==> src/rtl/vm1_dma_pkg.sv <==
// ----------------------------------------------------------------------------
// vm1_dma_pkg
// Shared types and constants for the vm1 Q-bus DMA arbiter.
//   arb_state_e    : arbiter FSM state (3-bit encoding)
//   DefaultTimeout : default watchdog limit in GRANT cycles
// ----------------------------------------------------------------------------
package vm1_dma_pkg;

    typedef enum logic [2:0] {
        StIdle  = 3'd0,
        StReq   = 3'd1,
        StAck   = 3'd2,
        StGrant = 3'd3,
        StRel   = 3'd4
    } arb_state_e;

    localparam int unsigned DefaultTimeout = 1023;

endpackage

==> src/rtl/vm1_dma_arbiter_rr_pick.sv <==
// ----------------------------------------------------------------------------
// vm1_rr_pick
// Combinational round-robin priority picker. Searches req upward starting at
// index rr, wrapping modulo NREQ, and returns the first set bit.
// Ports:
//   req    in  NREQ  request vector
//   rr     in  IDXW  starting index of the search (must be < NREQ)
//   winner out IDXW  index of the selected request (0 when none)
//   valid  out 1     at least one request is set
// ----------------------------------------------------------------------------
module vm1_rr_pick #(
    parameter int unsigned NREQ = 2,
    parameter int unsigned IDXW = (NREQ > 1) ? $clog2(NREQ) : 1
) (
    input  logic [NREQ-1:0] req,
    input  logic [IDXW-1:0] rr,
    output logic [IDXW-1:0] winner,
    output logic            valid
);

    // (base + off) mod NREQ without a divider; base < NREQ and off < NREQ.
    function automatic logic [IDXW-1:0] wrap_idx(input logic [IDXW-1:0] base,
                                                 input int unsigned     off);
        int unsigned s;
        s = 32'(base) + off;
        if (s >= NREQ) begin
            s = s - NREQ;
        end
        return IDXW'(s);
    endfunction

    always_comb begin
        winner = '0;
        valid  = 1'b0;
        for (int unsigned i = 0; i < NREQ; i++) begin
            if (!valid && req[wrap_idx(rr, i)]) begin
                winner = wrap_idx(rr, i);
                valid  = 1'b1;
            end
        end
    end

endmodule

==> src/rtl/vm1_dma_arbiter.sv <==
// ----------------------------------------------------------------------------
// vm1_dma_arbiter
// Shares the vm1 Q-bus between NREQ on-board DMA masters. Runs the CPU
// bus-request handshake (pin_dmr / pin_dmgo / pin_sack) and grants the bus to
// one master at a time in round-robin order. All outputs are registered.
//
// Optional feature: define VM1_DMA_WATCHDOG_EN to bound each GRANT tenure to
// TIMEOUT cycles; an overrun forces release, sets the sticky arb_err flag and
// masks the offending master until it drops its request.
//
// Ports:
//   pin_clk   in   1     processor clock, rising edge
//   pin_dclo  in   1     asynchronous active-high reset
//   dma_req   in   NREQ  per-master request level, held for the whole tenure
//   dma_sync  in   NREQ  per-master own bus cycle in progress
//   dma_gnt   out  NREQ  one-hot grant
//   dma_owner out  IDXW  current or last owner index
//   pin_dmgo  in   1     DMA grant from the CPU
//   pin_sync  in   1     CPU bus-cycle strobe
//   pin_dmr   out  1     DMA request to the CPU
//   pin_sack  out  1     selection acknowledge to the CPU
//   arb_busy  out  1     arbiter not idle
//   arb_err   out  1     watchdog error (0 without the watchdog)
// ----------------------------------------------------------------------------
module vm1_dma_arbiter
    import vm1_dma_pkg::*;
#(
    parameter int unsigned NREQ    = 2,
    parameter int unsigned IDXW    = (NREQ > 1) ? $clog2(NREQ) : 1,
    parameter int unsigned TIMEOUT = DefaultTimeout
) (
    input  logic            pin_clk,
    input  logic            pin_dclo,
    input  logic [NREQ-1:0] dma_req,
    input  logic [NREQ-1:0] dma_sync,
    output logic [NREQ-1:0] dma_gnt,
    output logic [IDXW-1:0] dma_owner,
    input  logic            pin_dmgo,
    input  logic            pin_sync,
    output logic            pin_dmr,
    output logic            pin_sack,
    output logic            arb_busy,
    output logic            arb_err
);

    arb_state_e      state_q, state_d;
    logic [IDXW-1:0] owner_q, owner_d;
    logic [IDXW-1:0] rr_q, rr_d;
    logic            dmr_q, dmr_d;
    logic            sack_q, sack_d;
    logic [NREQ-1:0] gnt_q, gnt_d;

    logic [NREQ-1:0] req_eff;
    logic [IDXW-1:0] pick_idx;
    logic            pick_valid;
    logic [IDXW-1:0] owner_inc;
    logic [NREQ-1:0] owner_oh;
    logic            release_ok;
    logic            wd_expire;

    assign owner_inc  = (owner_q == IDXW'(NREQ - 1)) ? '0 : owner_q + 1'b1;
    assign owner_oh   = {{(NREQ-1){1'b0}}, 1'b1} << owner_q;
    // The master must have finished its own open bus cycle before release.
    assign release_ok = !dma_req[owner_q] && !dma_sync[owner_q];

    vm1_rr_pick #(
        .NREQ (NREQ),
        .IDXW (IDXW)
    ) u_pick (
        .req    (req_eff),
        .rr     (rr_q),
        .winner (pick_idx),
        .valid  (pick_valid)
    );

`ifdef VM1_DMA_WATCHDOG_EN
    localparam int unsigned WdW = $clog2(TIMEOUT + 1);

    logic [WdW-1:0]  wd_q, wd_d;
    logic            err_q, err_d;
    logic [NREQ-1:0] mask_q, mask_d;

    // Fires on the TIMEOUT-th GRANT cycle, so dma_gnt is high exactly TIMEOUT cycles.
    assign wd_expire = (state_q == StGrant) && (wd_q == WdW'(TIMEOUT - 1));
    assign req_eff   = dma_req & ~mask_q;
    assign arb_err   = err_q;

    always_comb begin
        wd_d   = wd_q;
        err_d  = err_q;
        // A masked master is unmasked once it lets go of its request.
        mask_d = mask_q & dma_req;
        if (state_q == StAck) begin
            wd_d = '0;
        end else if (state_q == StGrant) begin
            wd_d = wd_q + 1'b1;
        end
        // A clean release in the same cycle as expiry is not an error.
        if (wd_expire && !release_ok) begin
            err_d  = 1'b1;
            mask_d = mask_d | owner_oh;
        end
    end

    always_ff @(posedge pin_clk or posedge pin_dclo) begin
        if (pin_dclo) begin
            wd_q   <= '0;
            err_q  <= 1'b0;
            mask_q <= '0;
        end else begin
            wd_q   <= wd_d;
            err_q  <= err_d;
            mask_q <= mask_d;
        end
    end
`else
    localparam int unsigned unused_timeout = TIMEOUT;

    assign wd_expire = 1'b0;
    assign req_eff   = dma_req;
    assign arb_err   = 1'b0;
`endif

    always_comb begin
        state_d = state_q;
        owner_d = owner_q;
        rr_d    = rr_q;
        dmr_d   = dmr_q;
        sack_d  = sack_q;
        gnt_d   = gnt_q;
        unique case (state_q)
            StIdle: begin
                if (pick_valid) begin
                    owner_d = pick_idx;
                    dmr_d   = 1'b1;
                    state_d = StReq;
                end
            end
            StReq: begin
                // Abort wins over a simultaneous pin_dmgo; rr stays put.
                if (!dma_req[owner_q]) begin
                    dmr_d   = 1'b0;
                    state_d = StIdle;
                end else if (pin_dmgo && !pin_sync) begin
                    sack_d  = 1'b1;
                    dmr_d   = 1'b0;
                    state_d = StAck;
                end
            end
            StAck: begin
                gnt_d   = owner_oh;
                state_d = StGrant;
            end
            StGrant: begin
                if (release_ok || wd_expire) begin
                    gnt_d   = '0;
                    sack_d  = 1'b0;
                    rr_d    = owner_inc;
                    state_d = StRel;
                end
            end
            StRel: begin
                // Wait for the CPU to withdraw its grant before re-arbitrating.
                if (!pin_dmgo) begin
                    state_d = StIdle;
                end
            end
            default: begin
                state_d = StIdle;
                dmr_d   = 1'b0;
                sack_d  = 1'b0;
                gnt_d   = '0;
            end
        endcase
    end

    always_ff @(posedge pin_clk or posedge pin_dclo) begin
        if (pin_dclo) begin
            state_q <= StIdle;
            owner_q <= '0;
            rr_q    <= '0;
            dmr_q   <= 1'b0;
            sack_q  <= 1'b0;
            gnt_q   <= '0;
        end else begin
            state_q <= state_d;
            owner_q <= owner_d;
            rr_q    <= rr_d;
            dmr_q   <= dmr_d;
            sack_q  <= sack_d;
            gnt_q   <= gnt_d;
        end
    end

    assign dma_gnt   = gnt_q;
    assign dma_owner = owner_q;
    assign pin_dmr   = dmr_q;
    assign pin_sack  = sack_q;
    assign arb_busy  = (state_q != StIdle);

endmodule
==> config.mk <==
export PLATFORM = sky130hd
export DESIGN_NAME = vm1_dma_arbiter
export DESIGN_NICKNAME = d
export VERILOG_FILES = /design/src/rtl/vm1_dma_pkg.sv /design/src/rtl/vm1_dma_arbiter_rr_pick.sv /design/src/rtl/vm1_dma_arbiter.sv
export SDC_FILE = /design/constraint.sdc
export NUM_CORES = 1
export LEC_CHECK = 0
export BUFFER_PORTS_ARGS = -buffer_cell sky130_fd_sc_hd__buf_2
export CAP_MARGIN = 0
export CORE_UTILIZATION = 30
export CTS_CLUSTER_DIAMETER = 60
export DETAILED_ROUTE_END_ITERATION = 8
export GPL_TIMING_DRIVEN = 0
export PLACE_DENSITY_LB_ADDON = 0.1
export REMOVE_ABC_BUFFERS = 1
export SLEW_MARGIN = 10
export SYNTH_ARGS = -nofsm -noshare
export SYNTH_HDL_FRONTEND = slang
export SYNTH_SLANG_ARGS = --single-unit
==> constraint.sdc <==
create_clock -name pin_clk -period 2.83 [get_ports pin_clk]
set_input_delay 0.566 -clock pin_clk [delete_from_list [all_inputs] [get_ports pin_clk]]
set_output_delay 0.566 -clock pin_clk [all_outputs]
set_load 0.01 [all_outputs]
==> impl_metrics.ini, run 1 <==
[final_layout]
area_growth_pct = 17.3
n_antenna_cell = 0
final_nets = 77
drive_above_1_share = 0.309
fillCellCount = 173
fin_util = 0.392

[synthesis]
synth_seq_cells = 9
yosys.area.top_type = dfrtp_1
synth.area.top_cells = dfrtp_1, nand3b_1, a21oi_1
synth-edff-count = 0
netlist_instances = 55
ys_warn_count = 0
async_reset_ff_frac = 1.00
synthFlopType = dfrtp_1
ys_seq_area_frac = 0.428
post-synth-top-count-cell = dfrtp_1
syn_area_um2 = 527
synth_top_area_frac = 0.428
yosys-top-cells-count = dfrtp_1, inv_1, a21oi_1, o21ai_0, nand3b_1
postSynthAreaPerCell_um2 = 9.58
yosys.cell_types.count = 28

[grt]
grt_first_pass_wirelength_um = 1870
antenna_found_initial = 0
grt_usage = 0.132
grt_pass1_vias = 415
grt_max_degree = 13
overflow = 0

[drt]
drtPass1Iterations = 5
routed_wl_um = 1130
vias = 448
wire_per_inst_um = 13.5
route.detailed.drc = 0
drt_iter0_markers = 3
viasPerCell = 5.33
ant_nets = 0

[floorplanning]
die_x_um = 43.9
die_h_um = 43.9
fp-row-count = 14
io-pin-count = 15
dieArea_um2 = 1930
core_um2 = 1580
initial_core_util = 0.334

[clock_tree]
cts_num_sinks = 9
post_cts_resized = 0
insertion_delay_ns = 0.26
cts_setup_buffers = 0
htree_levels = 1
root_buffer = clkbuf_4
ctsHoldBuffers = 0
clock_path_buffers = 2
cts_tree = done
cts_buffers = 3
clk_pin_slew_worst_paths_ns = 0.06

[setup_path]
rrSetupSlack_ns = 1.24
crit_fanout = 10
critPathLaunch = state_q[1]
rr_worst_depth = 3
crit_required_ns = 2.26
r2r-start = dma_owner
crit_path_end_kind = output port
critical_path_class = flop to output port
crit_arrival_ns = 1.29
start_kind = flop
rr_endpoint = rr_q

[power_and_ir_drop]
power.static_leakage_nw = 0.282
power_density_nw_per_um2 = 1030
vdd_drop_max_mv = 0.333

[timing]
rsz0062_at_grt = no
fin_crit_ns = 1.85
hold_slack_ns = 0.261
maxSlewViolCount = 0
fmax_mhz = 540
hold_viol = 0
final.period_utilization = 0.655
setup_violations = 0
skew_ns = 0.000603
fin_setup_tns_ns = 0

[placed_design]
port_buffers = 13
gp_congestion = 0.684
place_hpwl_um = 815

[status]
status = complete, no violations

[flow_run]
maxCapViolations = 0

[min_path]
hp-class = input pin to async pin
## where the power goes
part           leakage, nW  internal (W)  switching (W)
Clock               0.0150     0.0000545      0.0000484
Sequential           0.107      0.000188      0.0000783
Combinational        0.159      0.000138       0.000127
## flip-flops by register name (all words and copies together), names as in the netlist
name       cells
dma_owner      1
pin_dmr        1
pin_sack       1
state_q        3
dma_gnt        2
rr_q           1
## cells by family after synthesis
kind of cell / count (synthesis) / synth area share
flip-flops: 9 / 0.428
multiplexers: 2 / 0.0499
buffers and inverters: 9 / 0.0736
AO/OA/AOI/OAI: 17 / 0.226
AND/OR/NAND/NOR: 17 / 0.216
other: 1 / 0.00712
## how the worst max path moves through the flow
stage                to  cells past startpoint
6_report       arb_busy                      3
3_3_place_gp       rr_q                      4
2_1_floorplan  pin_sack                      3
4_1_cts        arb_busy                      3
3_5_place_dp       rr_q                      4
5_1_grt        arb_busy                      3
## cells in the final DEF (no fill, tap or decap), drive strengths merged
master  count
o21ba       1
nand3b      3
buf        13
nor4bb      1
or4b        1
mux2        2
and2        1
nor4b       1
a21oi       4
o32ai       1
nor2        1
a32oi       2
or3b        1
nand2       2
a31oi       2
o21ai       4
nor3        1
o31ai       2
conb        1
dfrtp       9
nor2b       1
clkbuf      4
inv         5
or3         2
nand2b      2
a221oi      1
## metal layers
metal  GRT usage  vias up  wire (um)  share of wire
li1            -      224          -              -
met1       0.174      211        575           0.51
met2       0.212       13        489           0.43
met3      0.0625        0         68          0.060
met4           0        0          0              0
met5           0        -          0              0
## critical path, cell delays in order (launching register included)
cell and delay (ns):
dfrtp_1 0.49, nor3_1 0.34, inv_1 0.06, buf_2 0.14
## per-stage QoR
stage	total power [W]	setup WS [ns]	instances	cell area [um2]
after floorplan	0.000441	1.32	51	507
after global placement	0.000538	1.06	80	592
after detailed placement	0.000535	1.05	80	592
after CTS	0.000643	0.958	84	618
after global routing	0.000688	0.900	84	618
final	0.000634	0.977	84	618
## area by class of cell
type | instances | area (um2) | share of cell area
inverters | 5 | 18.8 | 0.0304
flip-flops and latches | 9 | 225 | 0.364
multi-input cells | 37 | 263 | 0.425
repair buffers | 13 | 65.1 | 0.105
clock buffers | 4 | 26.3 | 0.0425
well taps | 16 | 20.0 | 0.0324
(Power assumes the default switching activity.)
==> inputs of run 2 (changes only) <==
==> constraint.sdc (replaced) <==
create_clock -name pin_clk -period 1.73 [get_ports pin_clk]
set_input_delay 0.346 -clock pin_clk [delete_from_list [all_inputs] [get_ports pin_clk]]
set_output_delay 0.346 -clock pin_clk [all_outputs]
set_load 0.01 [all_outputs]
==> run 2 against run 1 <==
Largest cell class unchanged. Critical path depth is the same. Clock skew is essentially flat. Cell area grew 1.0%. Highest routed layer unchanged. Worst hold slack lost 0.22 ns. Largest power group is now combinational logic.
==> impl_metrics.ini, run 2 (synthesis results as in run 1) <==
[grt]
grt_max_degree = 13
grt_first_pass_wirelength_um = 1870
antenna_found_initial = 0
overflow = 0
grt_usage = 0.132
grt_pass1_vias = 415

[flow_run]
maxCapViolations = 0

[clock_tree]
cts_num_sinks = 9
htree_levels = 1
insertion_delay_ns = 0.26
clock_path_buffers = 2
cts_buffers = 3
cts_setup_buffers = 0
root_buffer = clkbuf_4
cts_tree = done
clk_pin_slew_worst_paths_ns = 0.06

[floorplanning]
die_h_um = 43.9
core_um2 = 1580
dieArea_um2 = 1930
fp-row-count = 14
initial_core_util = 0.334
die_x_um = 43.9
io-pin-count = 15

[setup_path]
cpPeakStageDelay_ns = 0.48
crit_fanout = 10
crit_required_ns = 1.38
rr_worst_depth = 3
rrSetupSlack_ns = 0.14
worstPathCellList = nor3_1 -> inv_1 -> buf_2
rr_endpoint = rr_q
crit_arrival_ns = 1.29
crit_path_end_kind = output port
crit_slowest_cell = dfrtp_1
critical_path_class = flop to output port
critPathLaunch = state_q[1]
r2r-start = dma_owner
start_kind = flop

[power_and_ir_drop]
power.switching_w = 0.000414
power.static_leakage_nw = 0.282
clockPowerShare = 0.161
p_seq_frac = 0.418
p_int_w = 0.000627
combinationalPowerShare = 0.421
vdd_drop_max_mv = 0.555
power_density_nw_per_um2 = 1670
switching_share = 0.398

[drt]
wire_per_inst_um = 13.5
routed_wl_um = 1130
vias = 448
ant_nets = 0
drt_iter0_markers = 4
viasPerCell = 5.33
drtPass1Iterations = 6
route.detailed.drc = 0

[final_layout]
n_antenna_cell = 0
drive_above_1_share = 0.324
fin_util = 0.396
final_cell_mix = buf_2, dfrtp_1, inv_1, a21oi_1, o21ai_0
final_cell_count_no_fill = 84
multi_input_area_um2 = 269
stdcell_area_um2 = 624
fillCellCount = 171
seq_area_um2 = 225
area_growth_pct = 18.5
mostFrequentLayoutCell = buf_2
final_nets = 77
largest_reg_flops = 3
top_register = state_q

[timing]
final.period_utilization = 0.943
fin_setup_tns_ns = 0
fmax_mhz = 613
maxSlewViolCount = 0
setup_violations = 0
fin_crit_ns = 1.63
skew_ns = 0.000249
hold_viol = 0
rsz0062_at_grt = no

[min_path]
hp-class = input pin to async pin

[placed_design]
place_hpwl_um = 815
dp_cells = 80
port_buffers = 13
dpl_cell_area_um2 = 592
gp_congestion = 0.684

[status]
status = complete, no violations
-- run 2: changes by cell type in the layout (fill, tap and decap cells not counted) --
cell      delta
nor4bb_1     -1
nor4bb_2     +1
-- run 2: worst max-delay path by stage --
| stage | cells after the start | end |
|---|---|---|
| global placement | 3 | rr_q |
| finish | 3 | arb_busy |
| detailed placement | 3 | rr_q |
| floorplan | 3 | pin_sack |
| global route | 3 | rr_q |
| CTS | 3 | arb_busy |
-- run 2: power groups by stage --
| stage | Clock (W) | Sequential, W | Combinational [W] |
|---|---|---|---|
| after floorplan | 0 | 0.000436 | 0.000285 |
| after global placement | 0 | 0.000442 | 0.000438 |
| after detailed placement | 0 | 0.000438 | 0.000437 |
| after CTS | 0.000176 | 0.000435 | 0.000441 |
| after global routing | 0.000188 | 0.000450 | 0.000492 |
| final | 0.000167 | 0.000435 | 0.000439 |
-- run 2: critical path, delay by kind of cell, from the launching register on --
family,cells,cell delay (ns)
DFF,1,0.48
and+or+nand+nor,1,0.34
buffers and inverters,2,0.20
-- run 2: per-layer routing --
layer,vias up,GRT usage,share of wire
met4,0,0,0
li1,224,-,-
met2,12,0.212,0.42
met3,0,0.0625,0.046
met5,-,0,0
met1,212,0.174,0.53
-- run 2: cell type report --
class | count | area share
multi-input cells | 37 | 0.431
flip-flops and latches | 9 | 0.361
repair buffers | 13 | 0.104
clock buffers | 4 | 0.0421
well taps | 16 | 0.0321
inverters | 5 | 0.0301
-- run 2: through the flow --
step | setup WS (ns) | power, W | hold slack, ns
after detailed placement | 0.141 | 0.000875 | 0.345
after CTS | 0.0779 | 0.00105 | 0.0530
after floorplan | 0.284 | 0.000721 | 0.174
after global placement | 0.140 | 0.000879 | 0.339
final | 0.0988 | 0.00104 | 0.0421
after global routing | 0.00275 | 0.00113 | 0.0721
-- run 2: repair_timing --
item / CTS / global route
hold buffers: 0 / 0
endpoints found under the setup margin: 0 / 1
gates resized for setup: 0 / 1
==> inputs of run 3 (changes only) <==
--- a/config.mk
+++ b/config.mk
@@ -10,8 +10,8 @@
 export CORE_UTILIZATION = 30
 export CTS_CLUSTER_DIAMETER = 60
 export DETAILED_ROUTE_END_ITERATION = 8
+export GPL_ROUTABILITY_DRIVEN = 0
 export GPL_TIMING_DRIVEN = 0
-export PLACE_DENSITY_LB_ADDON = 0.1
 export REMOVE_ABC_BUFFERS = 1
 export SLEW_MARGIN = 10
 export SYNTH_ARGS = -nofsm -noshare
==> run 3 against run 2 <==
The flow now finishes with violations (DRC). First-iteration DRC count up 50%. Via count down 0.67%. Die area unchanged. Worst setup slack better by 0.0099 ns. Power up 0.97%. Clock power about the same. Worst hold slack worse by 0.014 ns. Utilization up 0.32 points. Clock skew up 0.013 ns. Largest power group is now registers.
==> impl_metrics.ini, run 3 (synthesis results as in run 1) <==
[status]
status = complete, but fails checks
failed_checks = DRC

[final_layout]
drive_above_1_share = 0.338
final_cell_mix = buf_2, dfrtp_1, inv_1, a21oi_1, o21ai_0
mostFrequentLayoutCell = buf_2
multi_input_area_um2 = 274
top_register = state_q
area_growth_pct = 19.5
largest_reg_flops = 3
fillCellCount = 171
final_nets = 77
n_antenna_cell = 0
fin_util = 0.399
seq_area_um2 = 225

[floorplanning]
core_um2 = 1580
dieArea_um2 = 1930
die_h_um = 43.9
io-pin-count = 15
initial_core_util = 0.334
die_x_um = 43.9
fp-row-count = 14

[setup_path]
crit_arrival_ns = 1.77
crit_required_ns = 1.87
critical_path_class = flop to flop
crit_fanout = 10
cpPeakStageDelay_ns = 0.54
rr_worst_depth = 3
start_kind = flop
worstPathCellList = nor4bb_2 -> o21ai_0 -> mux2_2
crit_slowest_cell = dfrtp_1
crit_path_end_kind = flop

[power_and_ir_drop]
power.static_leakage_nw = 0.285
power_density_nw_per_um2 = 1670
p_total_w = 0.00105
vdd_drop_max_mv = 0.686

[timing]
skew_ns = 0.0129
setup_violations = 0
fin_crit_ns = 1.62
fin_setup_tns_ns = 0
final.period_utilization = 0.937
hold_viol = 0
rsz0062_at_grt = no
maxSlewViolCount = 0
fmax_mhz = 617

[drt]
wire_per_inst_um = 13.3
drtPass1Iterations = 6
viasPerCell = 5.30
route.detailed.drc = 1
vias = 445
ant_nets = 0
routed_wl_um = 1120
drt_iter0_markers = 6

[flow_run]
maxCapViolations = 0

[grt]
top_usage_layer = met2
grt_pass1_vias = 392
grt_usage = 0.129
grt_first_pass_wirelength_um = 1770
grt_util_met3 = 0.0625
overflow = 0
grt_use_met2 = 0.188
antenna_found_initial = 0
gr-usage-met1 = 0.170
grt_max_degree = 13

[clock_tree]
clk_pin_slew_worst_paths_ns = 0.07
root_buffer = clkbuf_4
ctsHoldBuffers = 0
cts_num_sinks = 9
insertion_delay_ns = 0.27
clock_path_buffers = 2
cts_tree = done
htree_levels = 1
cts_buffers = 3

[placed_design]
place_hpwl_um = 773
port_buffers = 13

[min_path]
hp-class = input pin to async pin
==> run 3: final cells by class <==
class,count,share of cell area
inverter,5,0.0298
tap,16,0.0318
clock buffer,4,0.0417
timing repair buffer,13,0.103
multi-input combinational,37,0.435
sequential,9,0.358
==> run 3: final timing paths <==
kind	start	endpoint	slack (ns)
max	state_q[0]	rr_q	0.11
min	pin_dclo	pin_sack	0.03
max reg2reg	state_q[0]	rr_q	0.11
min reg2reg	pin_sack	pin_sack	0.53
max in group asynchronous	pin_dclo	pin_dmr	1.43
min in group pin_clk	dma_req[0]	dma_owner	0.34
==> run 3: where the power goes <==
group	total (W)	leakage (nW)	switching [W]	internal, W
combinational	0.000440	0.162	0.000206	0.000233
clock	0.000170	0.0150	0.0000809	0.0000891
sequential	0.000442	0.107	0.000135	0.000307
==> run 3: routing by layer <==
metal | wire length (um) | vias to the layer above
li1 | - | 226
met4 | 0 | 0
met5 | 0 | -
met2 | 475 | 15
met3 | 65 | 0
met1 | 574 | 204
==> run 3: repair_timing <==
item	in CTS	in global routing
resized for setup	0	2
setup buffers	0	0
setup endpoints to repair	0	2
==> run 3: through the flow <==
| step | worst slack, ns | cell area (um2) | hold WS [ns] | std cells |
|---|---|---|---|---|
| final | 0.109 | 629 | 0.0284 | 84 |
| after floorplan | 0.284 | 507 | 0.174 | 51 |
| after global placement | 0.133 | 592 | 0.331 | 80 |
| after detailed placement | 0.179 | 592 | 0.336 | 80 |
| after global routing | 0.0363 | 629 | 0.0651 | 84 |
| after CTS | 0.0322 | 618 | 0.0485 | 84 |
==> run 3: worst max-delay path, delay by kind of cell (launching register included) <==
family             cells  cell delay, ns
muxes                  1            0.31
and+or+nand+nor        1            0.44
AOI/OAI and AO/OA      1            0.21
DFF                    1            0.54
